--- config.mk ---
export PLATFORM = sky130hd
export DESIGN_NAME = transpose_pingpong_buffer_flat
export DESIGN_NICKNAME = d
export VERILOG_FILES = /design/src/rtl/transpose_pingpong_buffer_if.sv /design/src/rtl/transpose_pingpong_buffer.sv /design/src/flat_wrapper.sv
export SDC_FILE = /design/constraint.sdc
export NUM_CORES = 2
export LEC_CHECK = 0
export ABC_AREA = 0
export BUFFER_PORTS_ARGS = -buffer_cell sky130_fd_sc_hd__buf_2
export CAP_MARGIN = 10
export CORE_AREA = 5 5 464 237
export DETAILED_ROUTE_END_ITERATION = 10
export DIE_AREA = 0 0 469 242
export GPL_ROUTABILITY_DRIVEN = 0
export PLACE_DENSITY = 0.79
export SLEW_MARGIN = 20
export SYNTH_ARGS = -nofsm -noshare
export SYNTH_HDL_FRONTEND = slang
export SYNTH_SLANG_ARGS = --single-unit
--- constraint.sdc ---
create_clock -name i_clk -period 8 [get_ports i_clk]
set_input_delay 0.4 -clock i_clk [delete_from_list [all_inputs] [get_ports i_clk]]
set_output_delay 0.4 -clock i_clk [all_outputs]
set_load 0.005 [all_outputs]
--- src/rtl/transpose_pingpong_buffer_if.sv ---
`default_nettype none
// ============================================================================
// Module      : transpose_pingpong_buffer_if
// Description : Row-write / column-read handshake bundle for the transpose
//               ping-pong buffer. Optional i_transpose under TPB_MODE_SEL_EN.
// Revision    : 1.0 - initial release
// ============================================================================
interface transpose_pingpong_buffer_if #(
    parameter int DATA_W = 12,
    parameter int N      = 8
);
    logic                i_wr_valid;
    logic                o_wr_ready;
    logic [N*DATA_W-1:0] i_wr_data;
    logic                o_wr_last;
    logic                o_rd_valid;
    logic                i_rd_ready;
    logic [N*DATA_W-1:0] o_rd_data;
    logic                o_rd_last;
`ifdef TPB_MODE_SEL_EN
    logic                i_transpose;

    modport master (
        output i_wr_valid, i_wr_data, i_rd_ready, i_transpose,
        input  o_wr_ready, o_wr_last, o_rd_valid, o_rd_data, o_rd_last
    );
    modport slave (
        input  i_wr_valid, i_wr_data, i_rd_ready, i_transpose,
        output o_wr_ready, o_wr_last, o_rd_valid, o_rd_data, o_rd_last
    );
`else
    modport master (
        output i_wr_valid, i_wr_data, i_rd_ready,
        input  o_wr_ready, o_wr_last, o_rd_valid, o_rd_data, o_rd_last
    );
    modport slave (
        input  i_wr_valid, i_wr_data, i_rd_ready,
        output o_wr_ready, o_wr_last, o_rd_valid, o_rd_data, o_rd_last
    );
`endif
endinterface
`default_nettype wire

--- src/rtl/transpose_pingpong_buffer.sv ---
`default_nettype none
// ============================================================================
// Module      : transpose_pingpong_buffer
// Description : N x N block transposer with two ping-pong banks; rows in,
//               columns out. Macro TPB_MODE_SEL_EN adds per-block row/column
//               read selection via i_transpose.
// Revision    : 1.0 - initial release
// ============================================================================
module transpose_pingpong_buffer #(
    parameter int DATA_W = 12,
    parameter int N      = 8
) (
    input logic                        i_clk,
    input logic                        i_rst,
    transpose_pingpong_buffer_if.slave bus
);
    localparam int              CNT_W  = (N > 1) ? $clog2(N) : 1;
    localparam logic [CNT_W-1:0] c_last = CNT_W'(N - 1);

    // Sample storage is intentionally not reset; only the full flags gate use.
    logic [DATA_W-1:0] mem_q [2][N][N];

    logic             wr_bank_q, wr_bank_d;
    logic [CNT_W-1:0] wr_row_q,  wr_row_d;
    logic             rd_bank_q, rd_bank_d;
    logic [CNT_W-1:0] rd_col_q,  rd_col_d;
    logic [1:0]       full_q,    full_d;
`ifdef TPB_MODE_SEL_EN
    logic [1:0]       mode_q,    mode_d;
`endif

    logic                w_wr_ready;
    logic                w_rd_valid;
    logic                w_wr_fire;
    logic                w_rd_fire;
    logic [N*DATA_W-1:0] w_rd_data;

    assign w_wr_ready = ~full_q[wr_bank_q];
    assign w_rd_valid = full_q[rd_bank_q];
    assign w_wr_fire  = bus.i_wr_valid & w_wr_ready;
    assign w_rd_fire  = w_rd_valid & bus.i_rd_ready;

    assign bus.o_wr_ready = w_wr_ready;
    assign bus.o_wr_last  = (wr_row_q == c_last);
    assign bus.o_rd_valid = w_rd_valid;
    assign bus.o_rd_last  = w_rd_valid & (rd_col_q == c_last);
    assign bus.o_rd_data  = w_rd_data;

    always_comb begin
        wr_bank_d = wr_bank_q;
        wr_row_d  = wr_row_q;
        rd_bank_d = rd_bank_q;
        rd_col_d  = rd_col_q;
        full_d    = full_q;
`ifdef TPB_MODE_SEL_EN
        mode_d    = mode_q;
`endif
        // Read and write always target different banks, so both may commit.
        if (w_rd_fire) begin
            if (rd_col_q == c_last) begin
                rd_col_d          = '0;
                full_d[rd_bank_q] = 1'b0;
                rd_bank_d         = ~rd_bank_q;
            end else begin
                rd_col_d = rd_col_q + 1'b1;
            end
        end
        if (w_wr_fire) begin
`ifdef TPB_MODE_SEL_EN
            if (wr_row_q == '0) begin
                mode_d[wr_bank_q] = bus.i_transpose;
            end
`endif
            if (wr_row_q == c_last) begin
                wr_row_d          = '0;
                full_d[wr_bank_q] = 1'b1;
                wr_bank_d         = ~wr_bank_q;
            end else begin
                wr_row_d = wr_row_q + 1'b1;
            end
        end
    end

    always_ff @(posedge i_clk) begin
        if (i_rst) begin
            wr_bank_q <= 1'b0;
            wr_row_q  <= '0;
            rd_bank_q <= 1'b0;
            rd_col_q  <= '0;
            full_q    <= 2'b00;
`ifdef TPB_MODE_SEL_EN
            mode_q    <= 2'b11;
`endif
        end else begin
            wr_bank_q <= wr_bank_d;
            wr_row_q  <= wr_row_d;
            rd_bank_q <= rd_bank_d;
            rd_col_q  <= rd_col_d;
            full_q    <= full_d;
`ifdef TPB_MODE_SEL_EN
            mode_q    <= mode_d;
`endif
        end
    end

    always_ff @(posedge i_clk) begin
        if (w_wr_fire) begin
            for (int c = 0; c < N; c++) begin
                mem_q[wr_bank_q][wr_row_q][c] <= bus.i_wr_data[c*DATA_W +: DATA_W];
            end
        end
    end

    always_comb begin
        w_rd_data = '0;
        if (w_rd_valid) begin
            for (int r = 0; r < N; r++) begin
`ifdef TPB_MODE_SEL_EN
                if (mode_q[rd_bank_q]) begin
                    w_rd_data[r*DATA_W +: DATA_W] = mem_q[rd_bank_q][r][rd_col_q];
                end else begin
                    w_rd_data[r*DATA_W +: DATA_W] = mem_q[rd_bank_q][rd_col_q][r];
                end
`else
                w_rd_data[r*DATA_W +: DATA_W] = mem_q[rd_bank_q][r][rd_col_q];
`endif
            end
        end
    end
endmodule
`default_nettype wire

--- src/flat_wrapper.sv ---
// flat-port wrapper written by rule: the top's interface ports become plain ports
module transpose_pingpong_buffer_flat 
#(
    parameter int DATA_W = 12,
    parameter int N      = 8
)
  (i_clk, i_rst, bus_i_wr_valid, bus_i_wr_data, bus_i_rd_ready, bus_o_wr_ready, bus_o_wr_last, bus_o_rd_valid, bus_o_rd_data, bus_o_rd_last);
  transpose_pingpong_buffer_if #(.DATA_W(DATA_W), .N(N)) bus_i ();
  input logic i_clk;
  input logic i_rst;
  input wire logic [$bits(bus_i.i_wr_valid)-1:0] bus_i_wr_valid;
  input wire logic [$bits(bus_i.i_wr_data)-1:0] bus_i_wr_data;
  input wire logic [$bits(bus_i.i_rd_ready)-1:0] bus_i_rd_ready;
  output wire logic [$bits(bus_i.o_wr_ready)-1:0] bus_o_wr_ready;
  output wire logic [$bits(bus_i.o_wr_last)-1:0] bus_o_wr_last;
  output wire logic [$bits(bus_i.o_rd_valid)-1:0] bus_o_rd_valid;
  output wire logic [$bits(bus_i.o_rd_data)-1:0] bus_o_rd_data;
  output wire logic [$bits(bus_i.o_rd_last)-1:0] bus_o_rd_last;
  assign bus_i.i_wr_valid = bus_i_wr_valid;
  assign bus_i.i_wr_data = bus_i_wr_data;
  assign bus_i.i_rd_ready = bus_i_rd_ready;
  assign bus_o_wr_ready = bus_i.o_wr_ready;
  assign bus_o_wr_last = bus_i.o_wr_last;
  assign bus_o_rd_valid = bus_i.o_rd_valid;
  assign bus_o_rd_data = bus_i.o_rd_data;
  assign bus_o_rd_last = bus_i.o_rd_last;
  transpose_pingpong_buffer #(.DATA_W(DATA_W), .N(N)) u_core (.i_clk(i_clk), .i_rst(i_rst), .bus(bus_i));
endmodule
==> After elaboration in Yosys (flattened, before gate mapping) <==
Memories as Yosys holds them, arrays and structs flattened. A register that Yosys moved wholly into a read port is not among the register bits.
Index checks and enable logic that the tools add are counted.
{ "word_totals": {"ram_bits": 1536, "wordCells": 10851, "input_bits": 100, "reg_bits": 10, "n_memories": 1} }
{ "op_classes": {"n_mux": 5442, "bitwise_logic": 5387, "n_lt_le_gt_ge": 7, "n_eq_ne": 2, "add_sub_neg": 2, "n_reduce_logical": 5} }
{ "memory_table": {"columns": ["memory", "words", "width", "rd", "rd_ports_with_merged_regs", "write_ports", "line_no", "source"], "rows": [
  ["u_core.mem_q", 2, 768, 1, 1, 1, "transpose_pingpong_buffer.sv:21", "logic [DATA_W-1:0] mem_q [2][N][N];"]
]} }
{ "op_table": {"columns": ["operator", "count"], "rows": [
  ["768-bit 2-to-1 mux", 8],
  ["1-bit 2-to-1 mux", 5385],
  ["1-bit OR", 5376],
  ["96-bit demux with 3-bit select", 8],
  ["12-bit binary-select mux with 3-bit select", 8],
  ["12-bit 2-to-1 mux", 17],
  ["96-bit 2-to-1 mux", 2],
  ["84-bit 2-to-1 mux", 1],
  ["72-bit 2-to-1 mux", 1],
  ["60-bit 2-to-1 mux", 1],
  ["48-bit 2-to-1 mux", 1],
  ["36-bit 2-to-1 mux", 1],
  ["24-bit 2-to-1 mux", 1],
  ["4-bit greater-or-equal comparator (second input constant)", 2],
  ["2-bit 2-to-1 mux", 4],
  ["3-bit NOT with 4-bit output", 2],
  ["3-bit by 1-bit adder with 3-bit output (second input constant)", 2],
  ["3-bit equality test (second input constant)", 2],
  ["3-bit 2-to-1 mux", 2],
  ["1-bit by 2-bit less-than comparator with 1-bit output (second input constant)", 2],
  ["4-bit by 1-bit less-than comparator with 1-bit output (second input constant)", 1],
  ["2-bit AND reduction", 2],
  ["1-bit AND", 3],
  ["1-bit logical AND", 3],
  ["other kinds (6)", 10]
]} }

==> Depth between registers and ports, before layout <==
{ "depth": {"word_depth": 13, "ltp_mapped": 9, "depth_no_buf": 6} }

==> Worst setup path before layout <==
Ideal clock, no wire load.
{ "synth_path": {"path_type": "reg-to-reg", "from": "register u_core.wr_bank_q", "to": "memory u_core.mem_q[0][0] (netlist bit), enable pin", "slack_ns": 1.798, "arrival_ns": 5.639, "stages_incl_launch_ff": 6, "required_time_ns": 7.437, "cell_sequence": "dfxtp_1 mux2_4 nor4_4 buf_6 buf_6 nor2b_1"} }
{ "synth_between": {"elab_chain_len": 13, "elab_cells_between_ends": 20} }
{ "synth_lines": {"columns": ["element", "line_no", "source"], "rows": [
  ["start, declared", "transpose_pingpong_buffer.sv:23", "logic wr_bank_q, wr_bank_d;"],
  ["start signal, assigned", "transpose_pingpong_buffer.sv:95", "wr_bank_q <= wr_bank_d;"],
  ["1-bit 2-to-1 mux (implied by the code) (2 in series)", "transpose_pingpong_buffer.sv:38", "assign w_wr_ready = ~full_q[wr_bank_q];"],
  ["1-bit NOT", "transpose_pingpong_buffer.sv:38", null],
  ["1-bit AND", "transpose_pingpong_buffer.sv:40", "assign w_wr_fire = bus.i_wr_valid & w_wr_ready;"],
  ["1-bit 2-to-1 mux", "transpose_pingpong_buffer.sv:107", "if (w_wr_fire) begin"],
  ["768-bit 2-to-1 mux (implied by the code)", "transpose_pingpong_buffer.sv:109", "mem_q[wr_bank_q][wr_row_q][c] <= bus.i_wr_data[c*DATA_W +: DATA_W];"],
  ["1-bit OR (no line) (7 in series)", null, null],
  ["end, declared", "transpose_pingpong_buffer.sv:21", null]
]} }
Parallel ways exist; a longest one is shown, timed or not. The select of a mux whose other input is x is not followed.

==> Final worst setup path <==
{ "layout_path": {"from": "register u_core.rd_col_q[1]", "to": "output port bus_o_rd_data[32]"} }
{ "layout_between": {"elab_chain_len": 5} }
{ "layout_lines": {"columns": ["element", "line_no", "source"], "rows": [
  ["start, declared", "transpose_pingpong_buffer.sv:26", "logic [CNT_W-1:0] rd_col_q, rd_col_d;"],
  ["start signal, assigned", "transpose_pingpong_buffer.sv:98", "rd_col_q <= rd_col_d;"],
  ["3-bit NOT with 4-bit output (implied by the code)", "transpose_pingpong_buffer.sv:125", "w_rd_data[r*DATA_W +: DATA_W] = mem_q[rd_bank_q][r][rd_col_q];"],
  ["12-bit binary-select mux with 3-bit select", "transpose_pingpong_buffer.sv:125", null],
  ["12-bit 2-to-1 mux (implied by the code) (2 in series)", "transpose_pingpong_buffer.sv:125", null],
  ["96-bit 2-to-1 mux", "transpose_pingpong_buffer.sv:116", "if (w_rd_valid) begin"],
  ["end, declared", "flat_wrapper.sv:17", "output wire logic [$bits(bus_i.o_rd_data)-1:0] bus_o_rd_data;"]
]} }
No other way between the ends. The select of a mux whose other input is x is not followed.

==> results.json <==
{
  "port-buffer-count": 199,
  "finalCritPeriodShare_pct": 58.1,
  "antenna_found_initial": 27,
  "num_io_pins": 200,
  "ys_seq_elements": 1547,
  "synth.distinct_cells": 42,
  "leakagePower_uw": 0.0242,
  "rsz0062_at_grt": "false",
  "syn2layout_area_growth_pct": 9.19,
  "worstSetupPathType": "reg2out",
  "arrival_ns": 4.25,
  "cts_sinks": 1547,
  "syn_inst": 3770,
  "drcViolationCount": 0,
  "path_clk_slew_ns": 0.07,
  "nets": 3913,
  "avgRoutedWirePerCell_um": 35.5,
  "die-height_um": 242,
  "synth.net_count": 3874,
  "min_path_type": "in2reg",
  "die_area_um2": 113000,
  "drive_gt1_share_pct": 21.9,
  "synth-warning-count": 0,
  "root_buffer": "clkbuf_16",
  "start_util_pct": 61.3,
  "critPathBufInv": 4,
  "grt_pass1_vias": 35400,
  "maxSlewViolCount": 0,
  "finish.utilization_pct": 66.9,
  "period_needed_ns": 4.65,
  "ys_seq_area_share_pct": 71.3,
  "htree_levels": 4,
  "sw_frac_of_total_pct": 21.8,
  "cp-start-kind": "register",
  "fin_skew_ns": 0.0199,
  "seq_area_um2": 46400,
  "synth_edf_count": 1536,
  "power.share.sequential_pct": 55.7,
  "multi_input_area_um2": 17000,
  "synth.cell_area_um2": 65000,
  "grtUsageTotal_pct": 33.7,
  "path_delay_family": "buffers and inverters",
  "grt_first_pass_wirelength_mm": 267,
  "fin_tns_setup_ns": 0,
  "ys_async_sr_fraction_pct": 0,
  "hpwl_mm": 111,
  "synth_ff_type": "edfxtp_1",
  "crit_top_cell": "buf_4",
  "tightestPinTransition_ns": 1.17,
  "numCtsBuffers": 134,
  "grt_max_degree": 148,
  "critPathSlowestCell": "buf_4",
  "yosys.area.top_type": "edfxtp_1",
  "max_slew_margin_pct": 22.2,
  "critical_path_required_ns": 7.60,
  "grt_overflow_total": 0,
  "yosys-top-cells-area": "edfxtp_1, mux4_2, nand2_1, a21o_1, mux2i_1",
  "via_per_inst": 6.99,
  "routed_wl_mm": 190,
  "p_comb_share_pct": 4.6,
  "drt-initial-drc-count": 7103,
  "slowest_delay_ns": 0.92,
  "core_area_um2": 106000,
  "powerDensity_nw_per_um2": 229,
  "clkPwrFrac_pct": 39.7,
  "dieWidth_um": 469,
  "rows": 85,
  "nFillCells": 6809,
  "path_cells": "buf_12, nor3_4, buf_4, buf_4, a22oi_1, o21ai_0, buf_2",
  "end_kind": "output pin",
  "avgSynthCellArea_um2": 17.2,
  "peakVddDrop_v": 0.000255,
  "drv_cap": 0,
  "firstDrtPassIters": 8,
  "fmax_ghz": 0.215,
  "cts-resized-gates": 0,
  "setup_violations": 0,
  "cts_tree": "built",
  "clk_latency_ns": 0.78,
  "yosysTopAreaCellShare_pct": 71.0,
  "num_vias": 37500,
  "drt.antenna.violating_nets": 0,
  "cts_max_path_buffers": 3,
  "outcome": "finished clean",
  "worst-path-max-fanout": 79,
  "hold_viol_final": 0,
  "power.internal_uw": 12700,
  "switching_power_uw": 3540
}
[power by group through the flow]
stage | combinational [uW] | clock [uW] | sequential (uW)
after global routing | 767 | 6830 | 9050
after global placement | 683 | 0 | 9230
after detailed placement | 705 | 0 | 9230
final | 744 | 6450 | 9050
after floorplan | 384 | 0 | 9230
after CTS | 710 | 6460 | 9050
[metrics by stage]
| step | std cells | setup slack (ns) | power (uW) | hold WS, ns | instance area [um2] |
|---|---|---|---|---|---|
| after CTS | 5340 | 3.38 | 16200 | 0.199 | 70900 |
| after global routing | 5343 | 3.25 | 16700 | 0.226 | 70900 |
| after detailed placement | 5103 | 3.98 | 9940 | 0.500 | 66600 |
| after global placement | 5103 | 4.11 | 9910 | 0.501 | 66600 |
| after floorplan | 3770 | 1.80 | 9620 | 0.481 | 65000 |
| final | 5361 | 3.35 | 16200 | 0.256 | 71000 |
[metal layers]
metal	share of wire, %	vias up	track usage, %
met5	0.0068	-	0.463
met4	4.7	2	14.1
met3	18	488	14.4
met2	43	3305	46.7
met1	34	18900	47.3
li1	-	14800	-
[cell usage in the layout, fill, tap and decap left out, drive strengths merged, types with 4 or more instances in the layout]
master    instances
edfxtp         1536
nand2           734
mux4            380
a21o            336
buf             251
clkbuf          162
a22oi            96
mux2i            95
o21ai            95
nor2b            58
clkinv           44
diode            19
inv              16
bufinv           11
dfxtp            11
and2              9
nor2              9
a21oi             8
clkinvlp          6
and4              6
mux2              5
nand3             4
ha                4
[cell families after synthesis]
group	synth area share, %
flip-flops	71.3
AND/OR/NAND/NOR	5.28
AO/OA/AOI/OAI	5.90
multiplexers	14.7
buffers and inverters	2.72
adder cells (fa/ha/maj)	0.0770
[flip-flops by register name (all words and copies together), names as in the netlist, named ones only]
name,flops
u_core.full_q,2
u_core.mem_q,1536
u_core.rd_bank_q,1
u_core.rd_col_q,3
u_core.wr_bank_q,1
u_core.wr_row_q,3
[worst register-to-register path, cell delays in order, from the launching register on]
cell and delay, ns:
dfxtp_1 0.35, mux2_4 0.35, inv_2 0.17, nand4_1 0.82
nor2_4 1.11, buf_4 0.84
[area by class of cell]
| cell class | count | share of cell area (%) |
|---|---|---|
| multi-input cells | 1867 | 24.0 |
| flip-flops and latches | 1547 | 65.3 |
| repair buffers | 254 | 2.16 |
| clock inverters | 72 | 0.963 |
| inverters | 5 | 0.0264 |
| diodes | 19 | 0.0670 |
| clock buffers | 162 | 4.96 |
| well taps | 1435 | 2.53 |
[repair_timing]
| item | 4_1_cts | 5_1_grt |
|---|---|---|
| buffers inserted | 0 | 0 |
| hold buffers | 3 | 0 |
| endpoints found under the hold margin | 10 | 0 |
[final timing paths]
path / start / endpoint / slack [ns] / cells after the start
setup / recovery: u_core.rd_col_q[1]$_SDFFE_PP0N_ / bus_o_rd_data[32] / 3.35 / 7
hold / removal: bus_i_wr_data[13] / u_core.mem_q[0][553]$_DFFE_PP_ / 0.26 / 3
setup reg to reg: u_core.wr_bank_q$_SDFFE_PP0P_ / u_core.mem_q[0][703]$_DFFE_PP_ / 3.91 / 5
hold reg to reg: u_core.rd_bank_q$_SDFFE_PP0P_ / register / 0.53 / 2
[cells in the mapped netlist (all sizes together), types with 2 or more instances]
cell,instances
edfxtp,1536
nand2,734
mux4,380
a21o,336
buf,240
clkbuf,111
a22oi,96
mux2i,95
o21ai,95
nor2b,58
dfxtp,11
and2,9
nor2,9
a21oi,8
and4,6
inv,5
mux2,5
ha,4
nand3,4
nand2b,3
nand4,3
o22ai,3
or4,3
a2111oi,2
a211oi,2
nor3b,2
nor4,2
or3,2
(Power assumes the default switching activity.)
